--- config.mk ---
export PLATFORM = sky130hd
export DESIGN_NAME = axis_demux_router
export DESIGN_NICKNAME = d
export VERILOG_FILES = /design/src/rtl/axis_demux_router.sv
export SDC_FILE = /design/constraint.sdc
export NUM_CORES = 1
export LEC_CHECK = 0
export BUFFER_PORTS_ARGS = -buffer_cell sky130_fd_sc_hd__buf_4
export CAP_MARGIN = 20
export CORE_ASPECT_RATIO = 0.6
export CORE_MARGIN = 1.5
export CORE_UTILIZATION = 27
export DETAILED_ROUTE_END_ITERATION = 16
export PLACE_DENSITY = 0.72
export SYNTH_ARGS = -nofsm -noshare
export SYNTH_HDL_FRONTEND = slang
export SYNTH_SLANG_ARGS = --single-unit
--- constraint.sdc ---
create_clock -name clk -period 2.9 [get_ports clk]
set_input_delay 0.29 -clock clk [delete_from_list [all_inputs] [get_ports clk]]
set_output_delay 0.29 -clock clk [all_outputs]
set_load 0.02 [all_outputs]
--- src/rtl/axis_demux_router.sv ---
// 1-to-N AXI-Stream packet demultiplexer: routes each packet to the master port named on its first beat.
// Optional AXIS_DEMUX_DROP_CNT_EN adds a saturating 16-bit count of discarded (out-of-range) packets.
module axis_demux_router #(
    parameter int          N_PORTS      = 4,
    parameter int          T_DATA_WIDTH = 8,
    parameter int          T_DEST_WIDTH = 8,
    parameter int          T_ID_WIDTH   = 8,
    parameter logic [T_ID_WIDTH-1:0] SRC_ID = '0
) (
    input  logic                             clk,
    input  logic                             reset,
    input  logic [T_DEST_WIDTH-1:0]          s_dest,
    input  logic [T_DATA_WIDTH-1:0]          s_data,
    input  logic                             s_last,
    input  logic                             s_valid,
    output logic                             s_ready,
    output logic [N_PORTS*T_ID_WIDTH-1:0]    m_id,
    output logic [N_PORTS*T_DATA_WIDTH-1:0]  m_data,
    output logic [N_PORTS-1:0]               m_last,
    output logic [N_PORTS-1:0]               m_valid,
    input  logic [N_PORTS-1:0]               m_ready
`ifdef AXIS_DEMUX_DROP_CNT_EN
    ,
    output logic [15:0]                      drop_cnt
`endif
);

    localparam int SEL_W = (N_PORTS > 1) ? $clog2(N_PORTS) : 1;

    typedef enum logic [1:0] {IDLE, ROUTE, DROP} state_t;

    state_t                  state_q, state_d;
    logic                    bufVld_q, bufVld_d;
    logic                    bufLast_q, bufLast_d;
    logic [SEL_W-1:0]        bufSel_q, bufSel_d;
    logic [T_DATA_WIDTH-1:0] bufData_q, bufData_d;

    logic        free;
    logic        handshake;
    logic        destOk;
    logic [31:0] destExt;

    assign destExt   = 32'(s_dest);
    assign destOk    = destExt < 32'(N_PORTS);
    assign free      = !bufVld_q || m_ready[bufSel_q];
    // Discarding never needs the buffer, so DROP accepts regardless of downstream ready.
    assign s_ready   = !reset && ((state_q == DROP) ? 1'b1 : free);
    assign handshake = s_valid && s_ready;

    always_ff @(posedge clk) begin
        if (reset) begin
            state_q   <= IDLE;
            bufVld_q  <= 1'b0;
            bufLast_q <= 1'b0;
            bufSel_q  <= '0;
            bufData_q <= '0;
        end else begin
            state_q   <= state_d;
            bufVld_q  <= bufVld_d;
            bufLast_q <= bufLast_d;
            bufSel_q  <= bufSel_d;
            bufData_q <= bufData_d;
        end
    end

    always_comb begin
        state_d   = state_q;
        bufVld_d  = bufVld_q;
        bufLast_d = bufLast_q;
        bufSel_d  = bufSel_q;
        bufData_d = bufData_q;

        if (bufVld_q && m_ready[bufSel_q]) begin
            bufVld_d = 1'b0;
        end

        case (state_q)
            IDLE: begin
                if (handshake) begin
                    if (destOk) begin
                        bufVld_d  = 1'b1;
                        bufData_d = s_data;
                        bufLast_d = s_last;
                        bufSel_d  = s_dest[SEL_W-1:0];
                        state_d   = s_last ? IDLE : ROUTE;
                    end else begin
                        state_d   = s_last ? IDLE : DROP;
                    end
                end
            end
            ROUTE: begin
                if (handshake) begin
                    bufVld_d  = 1'b1;
                    bufData_d = s_data;
                    bufLast_d = s_last;
                    if (s_last) begin
                        state_d = IDLE;
                    end
                end
            end
            DROP: begin
                if (handshake && s_last) begin
                    state_d = IDLE;
                end
            end
            default: begin
                state_d = IDLE;
            end
        endcase
    end

    for (genvar i = 0; i < N_PORTS; i++) begin : gLane
        assign m_valid[i]                               = bufVld_q && (bufSel_q == SEL_W'(i));
        assign m_last[i]                                = bufLast_q;
        assign m_data[i*T_DATA_WIDTH +: T_DATA_WIDTH]   = bufData_q;
        assign m_id[i*T_ID_WIDTH +: T_ID_WIDTH]         = SRC_ID;
    end

`ifdef AXIS_DEMUX_DROP_CNT_EN
    logic [15:0] dropCnt_q;
    logic        firstDrop;

    assign firstDrop = (state_q == IDLE) && handshake && !destOk;
    assign drop_cnt  = dropCnt_q;

    always_ff @(posedge clk) begin
        if (reset) begin
            dropCnt_q <= '0;
        end else if (firstDrop && (dropCnt_q != 16'hFFFF)) begin
            dropCnt_q <= dropCnt_q + 16'd1;
        end
    end
`endif

endmodule

# Yosys cells after proc, flatten, opt, wreduce, memory -nomap -nowiden
# Index checks and enable logic that the tools add are counted.
# classes
n_lt_le_gt_ge,2
eq_ne,10
n_mux,24
n_reduce_logical,17
# op_table
operator,count
$mux 8,3
$pmux 8 s2,1
$mux 2,6
$mux 1,10
$logic_and 1x1->1,8
$lt 8x3->1 const B,1
$ne 2x2->1 const B,4
$reduce_and 4->1,2
$eq 2x2->1 const B,3
$pmux 2 s3,1
$eq 2x1->1 const B,2
$logic_not 2->1,2
$pmux 1 s2,2
$lt 2x3->1 const B,1
$reduce_and 3->1,1
$bmux 1 s2,1
$logic_not 1->1,2
$ne 2x1->1 const B,1
$reduce_bool 2->1,1
$logic_or 1x1->1,1
# totals
regBits,14
input_bits,24
out_inout_bits,73
wordCells,58

# Depth between registers and ports, before layout
# depth
ltp_word,9
mapped_depth,5
depth_no_buf,4

# Worst setup path before layout
# No wires, ideal clock.
# synth_timing
kind,register -> register
from,reg bufSel_q[0]
to,reg state_q[0]
setup_time_ps,70
arrival_ps,1413
required_ps,2830
setup_slack_ps,1417
path_stages_with_launch,5
path_buffers,0
synth_period_minus_slack_ps,1483
path_cell_list,dfxtp_1 -> mux2_2 -> o22a_4 -> a311o_1 -> a21oi_1
# synth_via
elab_chain_cells,9
word_cells_on_any_way,11
classes_between,eq/ne (3); mux (3); reduce/logical (5)
# synth_rtl
item,line_no,rtl
start: declaration,35,"logic [SEL_W-1:0] bufSel_q, bufSel_d;"
start signal: assignment,61,bufSel_q <= bufSel_d;
$bmux 1 s2 (*),45,assign free = !bufVld_q || m_ready[bufSel_q];
$mux 1 (not written as such) (*),45,
$logic_or 1x1->1 (*),45,
$mux 1 (*),47,assign s_ready = !reset && ((state_q == DROP) ? 1'b1 : free);
$logic_and 1x1->1 (*),47,
$logic_and 1x1->1 (*),48,assign handshake = s_valid && s_ready;
$logic_and 1x1->1,102,if (handshake && s_last) begin
$ne 2x1->1 (no source line),-,
$reduce_and 4->1 (no source line) (*),-,
end signal: assignment,58,state_q <= state_d;
end: declaration,32,"state_t state_q, state_d;"
# Every way passes the cells marked *; elsewhere a longest branch is shown, timed or not. The select of a mux whose other input is x is not followed.
# A chain may end at the register's enable or synchronous reset.

# Final worst setup path
# layout_timing
from,reg bufSel_q[0]
to,out s_ready
# layout_via
elab_chain_cells,5
# layout_rtl
item,line_no,rtl
$bmux 1 s2,45,
$mux 1 (not written as such),45,
$logic_or 1x1->1,45,
$mux 1,47,
$logic_and 1x1->1,47,
end: declaration,16,"output logic s_ready,"
# Every way passes these cells. The select of a mux whose other input is x is not followed.

==> out/metrics.csv <==
stage;metric;value;unit
outcome;status;completed;
routing;viasPerCell;3.992;
pwr;seqPwrFrac;44.5;%
global_route;grt_pass1_wl;3567;microns
worst_setup_path;critPathMostFrequentCell;nor2_1;
clocking;clkSinkCount;14;
pwr;p_clk_share;34.9;%
floorplanning;core_area;4076;sq um
clocking;clk_latency;240;ps
place;placedCellCount;237;
synthesis;async_flop_share;0;%
final_layout;final_cell_area;1393;sq um
global_route;grt_pass1_vias;783;
clocking;clkTransAtPathRegs;60;ps
routing;drc_errors;0;
pwr;switchingPower;124.9;uW
sta;layout_setup_ws;1018;ps
global_route;antenna_found_initial;0;
pwr;internal_power;314.5;uW
sta;rsz0062_at_grt;false;
worst_setup_path;cpLargestDelayFamily;flip-flops;
synthesis;ys_seq_area_share;24.53;%
synthesis;synth_area;1142;sq um
place;dp_hpwl;2052;microns
floorplanning;io_pins;97;
place;placed_cell_area;1351;sq um
final_layout;post-route-util;34.16;%
final_layout;drive_gt1_share;40.56;%
floorplanning;row_count;18;
pwr;p_leak;0.6800;nW
pwr;peakVddDrop;163.6;uV
global_route;overflow;0;
floorplanning;die_y;53.39;microns
routing;wl_per_cell;10.21;microns
floorplanning;die_area;4643;sq um
synthesis;synth_cells;145;
final_layout;diodes;0;
floorplanning;start_util;28.02;%
pwr;combPwrFrac;20.6;%
clocking;numCtsBuffers;3;
clocking;cts_resized;0;
place;io_buffers;64;
sta;max_slew_margin;60.69;%
final_layout;area_growth;21.91;%
pwr;power;439.4;uW
sta;skew;4.905;ps
sta;fin_tns_setup;0;ps
routing;via_count;958;
worst_setup_path;rrSetupSlack;1200;ps
place;gp_congestion;0.7611;
flow_run;cap_violations;0;
clocking;post-cts-setup-buffers;0;
routing;drtIter0Drc;31;
sta;holdWs;279.9;ps
global_route;grt_max_degree;16;
sta;slew_violations;0;
floorplanning;dieWidth;86.98;microns
worst_setup_path;cp_data_arrival_time;1590;ps
final_layout;instances_no_fill;240;
routing;wl_met3;174;microns
routing;wl_met1;1003;microns
routing;wl;2450;microns
synthesis;synth_edf_count;0;
clocking;h-tree-depth;1;
sta;fin_crit_sh;64.91;%
synthesis;ys_ff_latch;14;
clocking;cts-hold-fix-buffers;0;
pwr;power.density;315.5;nW/um^2
worst_setup_path;cp-end-kind;primary output;
clocking;root_buffer;clkbuf_8;
synthesis;ys_warn_count;0;
routing;wl_met2;1272;microns
sta;worst_pin_slew;586.9;ps
synthesis;postSynthAreaPerCell;7.878;sq um
worst_setup_path;cp_cell_sequence;mux2_2 > o22a_4 > nor2_1 > nor2_1 > buf_4;
worst_setup_path;cp.required;2610;ps
sta;maxClockFrequency;531.3;MHz
sta;setup_violations;0;
worst_setup_path;critPathMaxFanout;6;
place;post-place-ws;1213;ps
worst_setup_path;critPathBufInv;1;
synthesis;synth_ff_type;dfxtp_1;
final_layout;fin_nets;206;
clocking;tritoncts;yes;
global_route;grt_usage;10.03;%
worst_setup_path;cp_slowest_cell;dfxtp_1;
routing;drtPass1Iterations;4;
routing;drtAntennaViolNets;0;
clocking;max-clock-path-buffers;2;
sta;fin_crit;1882;ps
pwr;netSwitchingFraction;28.43;%
worst_setup_path;start_kind;flop;
sta;hold_viol_final;0;
routing;top_layer_used;met3;
worst_setup_path;criticalPathCategory;reg2out;
worst_setup_path;cp_slowest_stage_delay;420;ps
synthesis;synthDistinctLibCells;28;
min_path;hold_path.class;in2reg;
-- registers in the layout, indices dropped and copies added, names as in the netlist --
register and count:
bufLast_q 1, bufSel_q 2, bufData_q 8, state_q 2
bufVld_q 1
-- per-layer routing --
metal	vias up	global-route usage (%)
met4	0	1.613
met2	44	18.86
met5	-	0
li1	471	-
met1	443	11.68
met3	0	2.652
-- synth_stat cells, types with 2 or more instances --
master / count / share of area (%)
buf_4: 60 / 39
dfxtp_1: 14 / 25
a21oi_1: 11 / 4.8
nand3_1: 11 / 4.8
nor2_1: 9 / 3.0
o21ai_0: 9 / 3.9
nand2_1: 7 / 2.3
inv_1: 3 / 0.99
mux2i_1: 2 / 1.8
-- logic make-up (layout without fill, tap and decap cells) --
group           after synthesis  count (layout)  synth area share [%]
compound gates               29              29                 16.98
simple gates                 31              31                 12.60
buf+inv                      66              70                 41.51
other cells                   1              32                0.3283
flops                        14              14                 24.53
mux                           4               4                 4.052
-- final timing paths --
kind	depth (start not counted)	start	endpoint
hold reg to reg	2	bufSel_q[1]$_SDFFE_PP0P_	bufSel_q[1]$_SDFFE_PP0P_
setup reg to reg	4	bufSel_q[0]$_SDFFE_PP0P_	bufData_q[3]$_SDFFE_PP0P_
setup / recovery	5	bufSel_q[0]$_SDFFE_PP0P_	s_ready
hold / removal	2	s_valid	state_q[1]$_SDFFE_PP0P_
-- power groups by stage --
| stage | registers [mW] | clock network (mW) | logic (mW) |
|---|---|---|---|
| floorplan | 0.199 | 0 | 0.0911 |
| global placement | 0.199 | 0 | 0.0894 |
| detailed placement | 0.199 | 0 | 0.0899 |
| CTS | 0.195 | 0.159 | 0.0901 |
| global route | 0.195 | 0.169 | 0.0980 |
| finish | 0.195 | 0.153 | 0.0906 |
-- worst register-to-register path, stage by stage, from the launching register on --
cell and delay [ps]:
dfxtp_1 420, mux2_2 390, o221ai_1 480, o21ai_0 150, a21oi_1 170
-- cells in the final DEF (no fill, tap or decap) --
cell	instances
conb_1	32
clkbuf_8	3
mux2i_1	2
nand2b_1	1
nand3_1	11
mux2_2	1
buf_4	64
a21oi_1	11
nand2_1	7
a31oi_1	1
and4_1	1
a2111oi_2	1
o21ai_0	9
a31o_2	1
a311o_1	1
o221ai_1	1
o22a_4	1
o221a_2	1
dfxtp_1	14
mux2_4	1
o211ai_1	1
nor2b_1	1
nor3b_1	1
a41oi_1	1
inv_1	3
nor2_1	9
-- layout make-up --
cell class	count	area, sq um
tap	60	75.07
timing repair buffer	64	480.5
sequential	14	280.3
multi-input combinational	96	504.2
clock buffer	3	41.29
fill	438	2684
inverter	3	11.26
No activity file was read; power rests on OpenSTA's default activity.
